### src/rtl/ysyx_22050518_div_pkg.sv
// Shared constants, state encoding and helpers for the iterative RV64M divider.
package ysyx_22050518_div_pkg;

    localparam int unsigned XLEN  = 64;
    localparam int unsigned W32   = 32;
    localparam int unsigned W64   = 64;
    localparam int unsigned CNT_W = 7;

    typedef enum logic [1:0] {
        IDLE,
        CALC,
        DONE
    } state_t;

    localparam logic [XLEN-1:0] DIV_ZERO_Q = '1;
    localparam logic [31:0]     INT_MIN32  = 32'h8000_0000;
    localparam logic [63:0]     INT_MIN64  = 64'h8000_0000_0000_0000;

    function automatic logic [XLEN-1:0] sext32(input logic [31:0] v);
        return {{(XLEN-32){v[31]}}, v};
    endfunction

endpackage

### src/rtl/ysyx_22050518_div_if.sv
// Request/response bundle between the EXU issue logic and the divider.
interface ysyx_22050518_div_if;
    import ysyx_22050518_div_pkg::*;

    logic            div_valid;
    logic            flush;
    logic            divw;
    logic            div_signed;
    logic [XLEN-1:0] dividend;
    logic [XLEN-1:0] divisor;
    logic            div_ready;
    logic            out_valid;
    logic [XLEN-1:0] quotient;
    logic [XLEN-1:0] remainder;

    modport master (
        output div_valid, flush, divw, div_signed, dividend, divisor,
        input  div_ready, out_valid, quotient, remainder
    );

    modport slave (
        input  div_valid, flush, divw, div_signed, dividend, divisor,
        output div_ready, out_valid, quotient, remainder
    );

endinterface

### src/rtl/ysyx_22050518_div_step.sv
// One combinational restoring-division step: shift {rem,quo} left, trial-subtract divisor.
module ysyx_22050518_div_step
    import ysyx_22050518_div_pkg::*;
(
    input  logic [XLEN-1:0] rem,
    input  logic [XLEN-1:0] quo,
    input  logic [XLEN-1:0] divisor,
    output logic [XLEN-1:0] next_rem,
    output logic [XLEN-1:0] next_quo
);

    logic [XLEN:0] shifted;
    logic [XLEN:0] trial;
    logic          borrow;

    always_comb begin
        shifted  = {rem, quo[XLEN-1]};
        trial    = shifted - {1'b0, divisor};
        borrow   = trial[XLEN];
        next_rem = borrow ? shifted[XLEN-1:0] : trial[XLEN-1:0];
        next_quo = {quo[XLEN-2:0], ~borrow};
    end

endmodule

### src/rtl/ysyx_22050518_div.sv
// Radix-2 restoring divider for DIV/DIVU/REM/REMU and W forms.
// DIV_FAST_SPECIAL_EN: divide-by-zero / signed overflow bypass CALC and finish in one cycle.
module ysyx_22050518_div
    import ysyx_22050518_div_pkg::*;
(
    input  logic                clk,
    input  logic                rst_n,
    ysyx_22050518_div_if.slave  bus
);

    state_t           state, next_state;
    logic [CNT_W-1:0] counter;
    logic [XLEN-1:0]  rem_q, quo_q, div_abs;
    logic             neg_q, neg_r, w_op, zero_q, ovf_q;
    logic [XLEN-1:0]  q_out, r_out;

    logic             accept;
    logic             a_sign, b_sign, is_zero, is_ovf;
    logic [31:0]      a_lo, b_lo;
    logic [XLEN-1:0]  a_abs, b_abs;
    logic [XLEN-1:0]  nrem, nquo, fin_q, fin_r;
    logic [31:0]      q32, r32;
    logic [XLEN-1:0]  q64, r64;

    assign accept = bus.div_valid && bus.div_ready && !bus.flush;

    always_comb begin
        a_lo   = bus.dividend[31:0];
        b_lo   = bus.divisor[31:0];
        a_sign = bus.div_signed & (bus.divw ? a_lo[31] : bus.dividend[XLEN-1]);
        b_sign = bus.div_signed & (bus.divw ? b_lo[31] : bus.divisor[XLEN-1]);
        if (bus.divw) begin
            a_abs   = {32'b0, a_sign ? -a_lo : a_lo};
            b_abs   = {32'b0, b_sign ? -b_lo : b_lo};
            is_zero = (b_lo == '0);
            is_ovf  = bus.div_signed && (a_lo == INT_MIN32) && (b_lo == '1);
        end else begin
            a_abs   = a_sign ? -bus.dividend : bus.dividend;
            b_abs   = b_sign ? -bus.divisor : bus.divisor;
            is_zero = (bus.divisor == '0);
            is_ovf  = bus.div_signed && (bus.dividend == INT_MIN64) && (bus.divisor == '1);
        end
    end

`ifdef DIV_FAST_SPECIAL_EN
    logic            is_special;
    logic [XLEN-1:0] spec_q, spec_r;

    always_comb begin
        is_special = is_zero | is_ovf;
        if (is_zero) begin
            spec_q = DIV_ZERO_Q;
            spec_r = bus.divw ? sext32(a_lo) : bus.dividend;
        end else begin
            spec_q = bus.divw ? sext32(INT_MIN32) : INT_MIN64;
            spec_r = '0;
        end
    end
`endif

    ysyx_22050518_div_step u_step (
        .rem      (rem_q),
        .quo      (quo_q),
        .divisor  (div_abs),
        .next_rem (nrem),
        .next_quo (nquo)
    );

    // Divide-by-zero remainder falls out of the datapath (rem accumulates |dividend|).
    always_comb begin
        q32   = neg_q ? -nquo[31:0] : nquo[31:0];
        r32   = neg_r ? -nrem[31:0] : nrem[31:0];
        q64   = neg_q ? -nquo : nquo;
        r64   = neg_r ? -nrem : nrem;
        fin_q = w_op ? sext32(q32) : q64;
        fin_r = w_op ? sext32(r32) : r64;
        if (zero_q) begin
            fin_q = DIV_ZERO_Q;
        end else if (ovf_q) begin
            fin_q = w_op ? sext32(INT_MIN32) : INT_MIN64;
            fin_r = '0;
        end
    end

    always_ff @(posedge clk or negedge rst_n) begin
        if (!rst_n) state <= IDLE;
        else        state <= next_state;
    end

    always_comb begin
        next_state = state;
        case (state)
            IDLE: if (accept) begin
`ifdef DIV_FAST_SPECIAL_EN
                next_state = is_special ? DONE : CALC;
`else
                next_state = CALC;
`endif
            end
            CALC: if (counter == CNT_W'(1)) next_state = DONE;
            DONE: next_state = IDLE;
            default: next_state = IDLE;
        endcase
        if (bus.flush) next_state = IDLE;
    end

    always_comb begin
        bus.div_ready = (state == IDLE);
        bus.out_valid = (state == DONE) && !bus.flush;
        bus.quotient  = q_out;
        bus.remainder = r_out;
    end

    always_ff @(posedge clk or negedge rst_n) begin
        if (!rst_n) begin
            counter <= '0;
            rem_q   <= '0;
            quo_q   <= '0;
            div_abs <= '0;
            neg_q   <= 1'b0;
            neg_r   <= 1'b0;
            w_op    <= 1'b0;
            zero_q  <= 1'b0;
            ovf_q   <= 1'b0;
            q_out   <= '0;
            r_out   <= '0;
        end else begin
            case (state)
                IDLE: if (accept) begin
                    rem_q   <= '0;
                    // W ops sit in the top half so the shift feeds bit 31 into rem first
                    quo_q   <= bus.divw ? {a_abs[31:0], 32'b0} : a_abs;
                    div_abs <= b_abs;
                    neg_q   <= a_sign ^ b_sign;
                    neg_r   <= a_sign;
                    w_op    <= bus.divw;
                    zero_q  <= is_zero;
                    ovf_q   <= is_ovf;
                    counter <= bus.divw ? CNT_W'(W32) : CNT_W'(W64);
`ifdef DIV_FAST_SPECIAL_EN
                    if (is_special) begin
                        q_out <= spec_q;
                        r_out <= spec_r;
                    end
`endif
                end
                CALC: begin
                    if (bus.flush) begin
                        counter <= '0;
                    end else begin
                        rem_q   <= nrem;
                        quo_q   <= nquo;
                        counter <= counter - CNT_W'(1);
                        if (counter == CNT_W'(1)) begin
                            q_out <= fin_q;
                            r_out <= fin_r;
                        end
                    end
                end
                default: ;
            endcase
        end
    end

endmodule

### src/flat_wrapper.sv
// flat-port wrapper written by rule: the top's interface ports become plain ports
module ysyx_22050518_div_flat import ysyx_22050518_div_pkg::*;
  (clk, rst_n, bus_div_valid, bus_flush, bus_divw, bus_div_signed, bus_dividend, bus_divisor, bus_div_ready, bus_out_valid, bus_quotient, bus_remainder);
  ysyx_22050518_div_if bus_i ();
  input  logic clk;
  input  logic rst_n;
  input wire logic [$bits(bus_i.div_valid)-1:0] bus_div_valid;
  input wire logic [$bits(bus_i.flush)-1:0] bus_flush;
  input wire logic [$bits(bus_i.divw)-1:0] bus_divw;
  input wire logic [$bits(bus_i.div_signed)-1:0] bus_div_signed;
  input wire logic [$bits(bus_i.dividend)-1:0] bus_dividend;
  input wire logic [$bits(bus_i.divisor)-1:0] bus_divisor;
  output wire logic [$bits(bus_i.div_ready)-1:0] bus_div_ready;
  output wire logic [$bits(bus_i.out_valid)-1:0] bus_out_valid;
  output wire logic [$bits(bus_i.quotient)-1:0] bus_quotient;
  output wire logic [$bits(bus_i.remainder)-1:0] bus_remainder;
  assign bus_i.div_valid = bus_div_valid;
  assign bus_i.flush = bus_flush;
  assign bus_i.divw = bus_divw;
  assign bus_i.div_signed = bus_div_signed;
  assign bus_i.dividend = bus_dividend;
  assign bus_i.divisor = bus_divisor;
  assign bus_div_ready = bus_i.div_ready;
  assign bus_out_valid = bus_i.out_valid;
  assign bus_quotient = bus_i.quotient;
  assign bus_remainder = bus_i.remainder;
  ysyx_22050518_div u_core (.clk(clk), .rst_n(rst_n), .bus(bus_i));
endmodule
### config.mk
export PLATFORM = sky130hd
export DESIGN_NAME = ysyx_22050518_div_flat
export DESIGN_NICKNAME = d
export VERILOG_FILES = /design/src/rtl/ysyx_22050518_div_pkg.sv /design/src/rtl/ysyx_22050518_div_if.sv /design/src/rtl/ysyx_22050518_div_step.sv /design/src/rtl/ysyx_22050518_div.sv /design/src/flat_wrapper.sv
export SDC_FILE = /design/constraint.sdc
export NUM_CORES = 1
export LEC_CHECK = 0
export ABC_CLOCK_PERIOD_IN_PS = 7220
export CORE_UTILIZATION = 45
export DETAILED_ROUTE_END_ITERATION = 7
export PLACE_DENSITY = 0.66
export SYNTH_ARGS = -nofsm -noshare
export SYNTH_HDL_FRONTEND = slang
export SYNTH_SLANG_ARGS = --single-unit
### constraint.sdc
create_clock -name clk -period 7.22 [get_ports clk]
set_input_delay 0.722 -clock clk [delete_from_list [all_inputs] [get_ports clk]]
set_output_delay 0.722 -clock clk [all_outputs]
set_load 0.02 [all_outputs]
* Yosys cells after proc, flatten, opt, wreduce, memory -nomap -nowiden
Index checks and enable logic that the tools add are counted.
Word-level totals: bits of input ports 134, word-level logic and storage cells 92, flip-flop bits (word level) 334, output and inout port bits 130
Cells by class: $add $sub $neg 10, multiplexer cells 37, equality and inequality tests 11, bitwise logic cells 5, reductions and logical operators 17
Operator list (count):
- 64-bit 2-to-1 mux | 18
- 64-bit negator | 4
- 64-bit case mux with 2 select lines | 2
- 64-bit == test, second input constant | 2
- 32-bit 2-to-1 mux | 4
- 32-bit negator | 4
- 65-bit by 64-bit subtractor with 65-bit output | 1
- 32-bit == test, second input constant | 2
- 64-bit logical NOT | 1
- 63-bit 2-to-1 mux | 1
- 32-bit logical NOT | 1
- 7-bit 2-to-1 mux | 3
- 7-bit case mux with 2 select lines | 1
- 7-bit by 1-bit == test with 1-bit output, second input constant | 1
- 1-bit logical AND | 7
- 7-bit by 1-bit subtractor with 7-bit output, second input constant | 1
- 2-bit 2-to-1 mux | 3
- 2-bit AND reduction | 3
- 3-bit AND reduction | 2
- 1-bit 2-to-1 mux | 4
- 2-bit inequality test, second input constant | 2
- 2-bit case mux with 2 select lines | 1
- 3-bit by 2-bit inequality test with 1-bit output, second input constant | 1
- 3-bit inequality test, second input constant | 1
- 8 further kinds | 10

* Depth between registers and ports, before layout
Gate-level depths: netlist (run 1).
depth in word-level cells 7, depth in mapped cells 27, mapped depth without buffers 22

* Cells and area by module
A second synthesis (run 1) with hierarchy kept.
Second synthesis, totals: cell total of the unflattened synthesis 3241, area, all modules 26197.6 um^2
By module, submodules not included:
- ysyx_22050518_div | times used 1, area each 20627.3 um^2, cells each 2451, sequential area each 8358.0 um^2
- ysyx_22050518_div_step | times used 1, area each 5570.3 um^2, cells each 790, sequential area each 0.0 um^2

* Least setup slack after synthesis (run 1)
No wires, ideal clock.
kind register -> register, start point register u_core.quo_q[63], end point register u_core.q_out[56], in the netlist u_core.bus.quotient[56], library setup time 0.123 ns, slack 1.357 ns, path buffers 5, arrival time 5.740 ns, clock period less this slack 5.863 ns, cell stages (with the launch flop) 28, required time 7.097 ns, cells stage by stage dfrtp_1 inv_1 ha_1 fa_1 nand2b_1 a21oi_1 o21ai_1 a21boi_1 o21ai_1 a31oi_2 nor2_4 inv_2 buf_4 buf_4 buf_2 clkbuf_1 clkbuf_1 ha_1 nand3_1 or3_1 or2_2 inv_1 nand2_1 o31ai_1 nand2_1 xnor2_1 nor2_1 o221a_2
Between the ends: word-level cells in the longest chain between the ends 7, elaborated cells on any way between the ends 9, classes of those cells add/sub (3); mux (5); bitwise (1)
Ends and longest elaborated chain:
- start, declared | line ysyx_22050518_div.sv:13 | logic [XLEN-1:0] rem_q, quo_q, div_abs;
- start signal, assigned | line ysyx_22050518_div.sv:132 | quo_q <= bus.divw ? {a_abs[31:0], 32'b0} : a_abs;
- start signal, assigned | line ysyx_22050518_div.sv:152 | quo_q <= nquo;
- 65-bit by 64-bit subtractor with 65-bit output * | line ysyx_22050518_div_step.sv:18 | trial = shifted - {1'b0, divisor};
- 1-bit inverter * | line ysyx_22050518_div_step.sv:21 | next_quo = {quo[XLEN-2:0], ~borrow};
- 64-bit negator / 32-bit negator (equally long branches) | line ysyx_22050518_div.sv:73, ysyx_22050518_div.sv:71
- 64-bit 2-to-1 mux / 32-bit 2-to-1 mux (equally long branches) | line ysyx_22050518_div.sv:73, ysyx_22050518_div.sv:71
- 64-bit 2-to-1 mux * | line ysyx_22050518_div.sv:75 | fin_q = w_op ? sext32(q32) : q64;
- 64-bit 2-to-1 mux * | line ysyx_22050518_div.sv:79 | end else if (ovf_q) begin
- 64-bit 2-to-1 mux * | line ysyx_22050518_div.sv:77 | if (zero_q) begin
- end signal, assigned | line ysyx_22050518_div.sv:155 | q_out <= fin_q;
- end, declared | line ysyx_22050518_div.sv:15 | logic [XLEN-1:0] q_out, r_out;
Every way passes the cells marked *; elsewhere a longest branch is shown, timed or not. A chain may end at the register's enable or synchronous reset.

* Final worst setup path (run 1)
start point register u_core.quo_q[63], end point register u_core.r_out[60], in the netlist u_core.bus.remainder[60]
Between the ends: word-level cells in the longest chain between the ends 7, elaborated cells on any way between the ends 9, classes of those cells add/sub (3); mux (6)
Ends and longest elaborated chain:
- 65-bit by 64-bit subtractor with 65-bit output | line ysyx_22050518_div_step.sv:18
- 64-bit 2-to-1 mux * | line ysyx_22050518_div_step.sv:20 | next_rem = borrow ? shifted[XLEN-1:0] : trial[XLEN-1:0];
- 64-bit negator / 32-bit negator (equally long branches) | line ysyx_22050518_div.sv:74, ysyx_22050518_div.sv:72
- 64-bit 2-to-1 mux / 32-bit 2-to-1 mux (equally long branches) | line ysyx_22050518_div.sv:74, ysyx_22050518_div.sv:72
- 64-bit 2-to-1 mux * | line ysyx_22050518_div.sv:76 | fin_r = w_op ? sext32(r32) : r64;
- 64-bit 2-to-1 mux | line ysyx_22050518_div.sv:79
- 64-bit 2-to-1 mux * | line ysyx_22050518_div.sv:77
- end signal, assigned | line ysyx_22050518_div.sv:156 | r_out <= fin_r;
- end, declared | line ysyx_22050518_div.sv:15
Marked as above.

==> impl_metrics.yaml, run 1 <==
outcome:
  status: "finished, final reports clean"
setup_path:
  critPathArrivalTime_ps: 6560
  path_delay_family: "compound AO/OA/AOI/OAI gates"
  reg2reg_from: "u_core.quo_q[63]"
  worstPathMaxFanout: 50
  critPathCaptureType: "register"
  ff2ff_path_depth: 18
  start_kind: "register"
  cp.required_ps: 7740
  crit_slowest_cell: "or4_1"
  critical_path_buf_inv_count: 3
  crit_type: "register to register"
  cp_cell_sequence: "inv_1, ha_1, fa_1, nand2b_1, a21oi_1, o21ai_1, a21boi_1, o21ai_1, a31oi_2, nor2_4, inv_2, buf_4, a21oi_1, nor4_4, nand3_2, or4_1, o22a_1, o211ai_2"
  max_stage_delay_ps: 600
  timing.rr.end: "u_core.bus.remainder[60]"
  rrSetupSlack_ps: 1180
finish:
  area_delta_synth_final_pct: 17.7
  num-fill-cells: 5259
  layout-drive-gt1-share: 0.0522
  regArea_um2: 8360
  antenna_cells: 0
  multi_input_area_um2: 15800
  final_common_cell: "nand2_1"
  final_nets: 3548
  layout_common_cells: "nand2_1, dfrtp_1, nor2_1"
floorplanning:
  die_area_um2: 57400
  ios: 264
  fp.dieW_um: 240
  start_util: 0.459
  die_h_um: 240
  coreArea_um2: 55400
  rows: 86
hold_path:
  hp-class: "input pin to asynchronous set/reset pin"
power_and_ir_drop:
  leakage_nw: 12.1
  total_power_mw: 15.9
  ir_drop_mv: 0.436
  powerDensity_nw_per_um2: 530
cts:
  clk_latency_ps: 600
  cts_buffers: 40
  cts_max_level: 2
  cts_root_buffer: "clkbuf_16"
  hold_buffers: 0
  cts_buffer_depth: 3
  postCtsResizedCells: 0
  cts_tree: "done"
  post_cts_buffers: 0
  cts_sinks: 334
  path_clk_slew_ps: 70
sta:
  maxSlewHeadroom: 0.246
  hold_viol: 0
  rsz0062_at_grt: "false"
  tightest_slew_ps: 1130
  clock_skew_ps: 30.4
  setup_violations: 0
  slew_viol_final: 0
  tns_ps: 0
  fin_crit_sh: 0.836
  period_minus_slack_ps: 6040
  fmax_mhz: 166
placement:
  dp.final_hpwl_um: 75000
  port_buffers: 263
  gp_congestion: 0.975
yosys:
  async_reset_ff_frac: 1.00
  synthCells: 3200
  syn_avg_cell_area_um2: 7.94
  synth-edff-count: 0
  synth-adder-area-share: 0.0353
  netlist_area_um2: 25400
  synth_compound_gate_area_share: 0.255
  synth_top_family_by_area: "compound AO/OA/AOI/OAI gates"
  synth-xor-area-share: 0.0969
  synthMuxAreaShare: 0.0262
  yosysSeqAreaShare: 0.329
  synth_seq_cells: 334
  synth_cell_types: 99
  synth_simple_gate_area_share: 0.209
  synthesis.nets: 3405
  yosysWarnings: 0
  synth_ff_type: "dfrtp_1"
global_routing:
  antenna_found_initial: 2
  grt_max_degree: 117
  track_usage: 0.331
  grt_pass1_wl_um: 144000
  overflow: 0
  grt_pass1_vias: 22993
drt:
  drtIter0Drc: 2959
  wire_per_inst_um: 23.4
  wirelength_um: 96500
  drtAntennaViolNets: 0
  drt-pass1-iter-count: 6
  vias_per_cell: 6.25
  num_vias: 25736
  drc_errors: 0
job:
  drv_cap: 0
-- report_power, final --
group / internal [mW] / total, mW / switching [mW]
sequential: 2.60 / 3.51 / 0.908
clock: 1.29 / 2.19 / 0.899
combinational: 3.63 / 10.2 / 6.53
-- registers in the layout (all words and copies together), names as in the netlist --
register / flops
u_core.div_abs: 64
u_core.w_op: 1
u_core.bus.remainder: 64
u_core.neg_q: 1
u_core.ovf_q: 1
u_core.quo_q: 64
u_core.state: 2
u_core.neg_r: 1
u_core.bus.quotient: 64
u_core.zero_q: 1
u_core.counter: 7
u_core.rem_q: 64
-- final cells by class --
class                           count  share of cell area
Multi-Input combinational cell   2553               0.530
Sequential cell                   334               0.280
Timing Repair Buffer              294              0.0967
Clock buffer                       53              0.0374
Tap cell                          748              0.0313
Inverter                          120              0.0151
Clock inverter                     19              0.0100
-- routing by layer --
| layer | global-route usage | routed length [µm] |
|---|---|---|
| met4 | 0.0552 | 1370 |
| met2 | 0.428 | 37100 |
| met1 | 0.549 | 47400 |
| met5 | 0 | 12 |
| met3 | 0.0662 | 10700 |
-- cell usage after synthesis, drive strengths merged (14+ instances only) --
| library cell | number | area, µm² |
|---|---|---|
| buf | 46 | 233 |
| a21oi | 261 | 1330 |
| xnor2 | 173 | 1520 |
| ha | 70 | 876 |
| nand4 | 52 | 325 |
| inv | 118 | 443 |
| nor3 | 78 | 400 |
| o22ai | 37 | 231 |
| o211ai | 28 | 215 |
| o21ai | 326 | 1650 |
| xor2 | 108 | 946 |
| nor4 | 44 | 305 |
| and2 | 25 | 156 |
| a221o | 15 | 150 |
| or3 | 52 | 330 |
| a21o | 31 | 233 |
| o31ai | 58 | 449 |
| o21a | 21 | 158 |
| clkbuf | 147 | 553 |
| a31oi | 44 | 282 |
| dfrtp | 334 | 8360 |
| mux2i | 61 | 611 |
| or4 | 18 | 146 |
| a211oi | 44 | 335 |
| nand3 | 43 | 220 |
| o41ai | 28 | 260 |
| o22a | 20 | 175 |
| o221a | 14 | 158 |
| nor2 | 307 | 1160 |
| nand2 | 383 | 1440 |
| or2 | 14 | 87.6 |
| nand2b | 32 | 208 |
-- through the flow --
stage	hold slack, ps	util	cell area, µm²	std cells	setup WS [ps]
2_1_floorplan	426	-	25400	3200	1360
3_3_place_gp	461	0.514	28500	4049	1410
3_5_place_dp	465	0.514	28500	4049	1350
4_1_cts	140	0.540	29900	4121	1330
5_1_grt	173	0.540	29900	4121	701
6_report	113	0.540	29900	4121	1180
-- worst max path at each step --
| stage | start | end | slack [ps] | depth (start not counted) |
|---|---|---|---|---|
| finish | u_core.quo_q[63] | u_core.bus.remainder[60] | 1180 | 18 |
| global route | u_core.quo_q[63] | u_core.bus.quotient[60] | 700 | 22 |
| CTS | u_core.quo_q[63] | u_core.bus.remainder[60] | 1330 | 18 |
| detailed placement | u_core.quo_q[63] | u_core.bus.remainder[60] | 1350 | 18 |
| global placement | u_core.quo_q[63] | u_core.bus.quotient[56] | 1410 | 22 |
| floorplan | u_core.quo_q[63] | u_core.bus.quotient[56] | 1360 | 27 |
-- worst reg2reg max path, delay by kind of cell (launching register included) --
family / cells / cell delay (ps)
AOI/OAI and AO/OA: 8 / 2350
and+or+nand+nor: 5 / 1680
DFF: 1 / 410
adders and majority gates: 2 / 610
buffers and inverters: 3 / 920
-- cell families after synthesis --
logic type | count (synthesis)
DFF | 334
AOI/OAI and AO/OA | 1022
muxes | 66
buffers and inverters | 313
adders and majority gates | 71
xor gates and xnor gates | 281
and+or+nand+nor | 1113
Power figures use the tool's default switching activity.
==> inputs of run 2 (changes only) <==
--- a/config.mk
+++ b/config.mk
@@ -5,7 +5,7 @@
 export SDC_FILE = /design/constraint.sdc
 export NUM_CORES = 1
 export LEC_CHECK = 0
-export ABC_CLOCK_PERIOD_IN_PS = 7220
+export ABC_CLOCK_PERIOD_IN_PS = 5600
 export CORE_UTILIZATION = 45
 export DETAILED_ROUTE_END_ITERATION = 7
 export PLACE_DENSITY = 0.66
==> constraint.sdc (replaced) <==
create_clock -name clk -period 5.6 [get_ports clk]
set_input_delay 0.56 -clock clk [delete_from_list [all_inputs] [get_ports clk]]
set_output_delay 0.56 -clock clk [all_outputs]
set_load 0.02 [all_outputs]
==> run 2 against run 1 <==
Effect of this change:
- cell count increased by 0.99%
- setup slack worse by 830 ps
- non-clock buffer count increased by 43
- clock-buffer cell count fell by 4
- critical path type unchanged
- critical endpoint unchanged
- largest power group unchanged
- highest routed layer unchanged
==> impl_metrics.yaml, run 2 (synthesis results as in run 1) <==
hold_path:
  min-delay-start: "u_core.bus.quotient[13]"
  hp-class: "register to register"
setup_path:
  critPathLaunch: "u_core.div_abs[1]"
  critPathArrivalTime_ps: 5740
  cp-endpoint: "u_core.bus.remainder[60]"
  critPathCaptureType: "register"
  rrSetupSlack_ps: 360
  start_kind: "register"
  cp.required_ps: 6100
  worstPathMaxFanout: 13
  ff2ff_path_depth: 15
  timing.rr.end: "u_core.bus.remainder[60]"
  crit_type: "register to register"
  reg2reg_from: "u_core.div_abs[1]"
finish:
  layout_common_cells: "nand2_1, dfrtp_1, nor2_1"
  antenna_cells: 0
  fin_util: 0.546
  num-fill-cells: 5307
  multi_input_area_um2: 15900
  layout-drive-gt1-share: 0.0653
  regArea_um2: 8360
  final_nets: 3590
  area_delta_synth_final_pct: 19.0
  final_common_cell: "nand2_1"
global_routing:
  grt_max_degree: 114
  track_usage: 0.333
  antenna_found_initial: 1
  grt_pass1_vias: 23202
  overflow: 0
  grt_pass1_wl_um: 145000
drt:
  wire_per_inst_um: 23.3
  drc_errors: 0
  highest_layer: "met5"
  num_vias: 25626
  drtAntennaViolNets: 0
  wl_met3_um: 11700
  drt-pass1-iter-count: 6
  wirelength_um: 97100
  drtIter0Drc: 2959
  vias_per_cell: 6.16
  met2WireLength_um: 36200
  wl_met1_um: 47800
cts:
  path_clk_slew_ps: 60
  clk_latency_ps: 590
  cts_tree: "done"
  cts_sinks: 334
  cts_max_level: 2
  cts_root_buffer: "clkbuf_16"
  cts_buffer_depth: 3
  cts_buffers: 39
placement:
  port_buffers: 263
  dp.final_hpwl_um: 75700
  gp_congestion: 0.996
floorplanning:
  fp.dieW_um: 240
  rows: 86
  die_h_um: 240
  die_area_um2: 57400
  ios: 264
  coreArea_um2: 55400
  start_util: 0.459
job:
  drv_cap: 0
power_and_ir_drop:
  leakage_nw: 12.3
  ir_drop_mv: 0.639
  powerDensity_nw_per_um2: 689
sta:
  rsz0062_at_grt: "false"
  tightest_slew_ps: 1060
  hold_viol: 0
  slew_viol_final: 0
  fin_crit_sh: 0.937
  period_minus_slack_ps: 5240
  tns_ps: 0
  fmax_mhz: 191
  setup_violations: 0
  maxSlewHeadroom: 0.295
  clock_skew_ps: 25.2
outcome:
  status: "finished, final reports clean"
run 2: repair_timing:
item | 4_1_cts | 5_1_grt
endpoints found under the hold margin | 59 | 0
setup buffers | 0 | 0
endpoints found under the setup margin | 0 | 2
gates resized for setup | 0 | 1
hold buffers | 1 | 0
run 2: stage by stage:
| stage | power, mW | worst slack (ps) | hold slack, ps | cells | area (µm²) |
|---|---|---|---|---|---|
| 2_1_floorplan | 12.6 | 62.9 | 264 | 3200 | 25400 |
| 3_3_place_gp | 17.4 | 428 | 460 | 4091 | 28800 |
| 3_5_place_dp | 17.6 | 276 | 470 | 4091 | 28800 |
| 4_1_cts | 20.4 | 257 | 484 | 4162 | 30200 |
| 5_1_grt | 22.0 | 69.8 | 496 | 4162 | 30200 |
| 6_report | 20.8 | 355 | 478 | 4162 | 30200 |
run 2: worst max-delay path: stages, from the launching register on:
cell,delay (ps)
dfrtp_1,540
inv_1,90
ha_1,290
nor2b_1,160
o31a_1,350
o2111ai_1,540
o211ai_1,250
a21oi_1,390
xor2_1,290
nand2b_1,200
o41a_1,490
nor4_4,350
nand3_2,300
or4_1,580
o22a_1,180
o211ai_2,130
run 2: worst min path at each step:
stage	end	slack, ps	cells past startpoint
2_1_floorplan	u_core.bus.quotient[0]	260	0
3_5_place_dp	u_core.bus.remainder[30]	470	2
5_1_grt	u_core.div_abs[3]	500	2
3_3_place_gp	u_core.bus.remainder[31]	460	1
6_report	u_core.bus.quotient[13]	480	2
4_1_cts	u_core.bus.remainder[30]	480	2
run 2: layout make-up:
class	count	share of cell area
well taps	748	0.0310
inverters	120	0.0149
repair buffers	337	0.107
clock buffers	49	0.0369
multi-input cells	2553	0.525
clock inverters	21	0.00865
flip-flops and latches	334	0.277
run 2: report_power, final:
part / switching [mW] / internal [mW]
combinational: 8.61 / 4.95
clock: 1.12 / 1.65
sequential: 1.15 / 3.35
run 2: per-layer routing:
| metal | vias up | global-route usage |
|---|---|---|
| met3 | 93 | 0.100 |
| met4 | 2 | 0.0565 |
| li1 | 11951 | - |
| met1 | 12336 | 0.542 |
| met5 | - | 0 |
| met2 | 1244 | 0.419 |
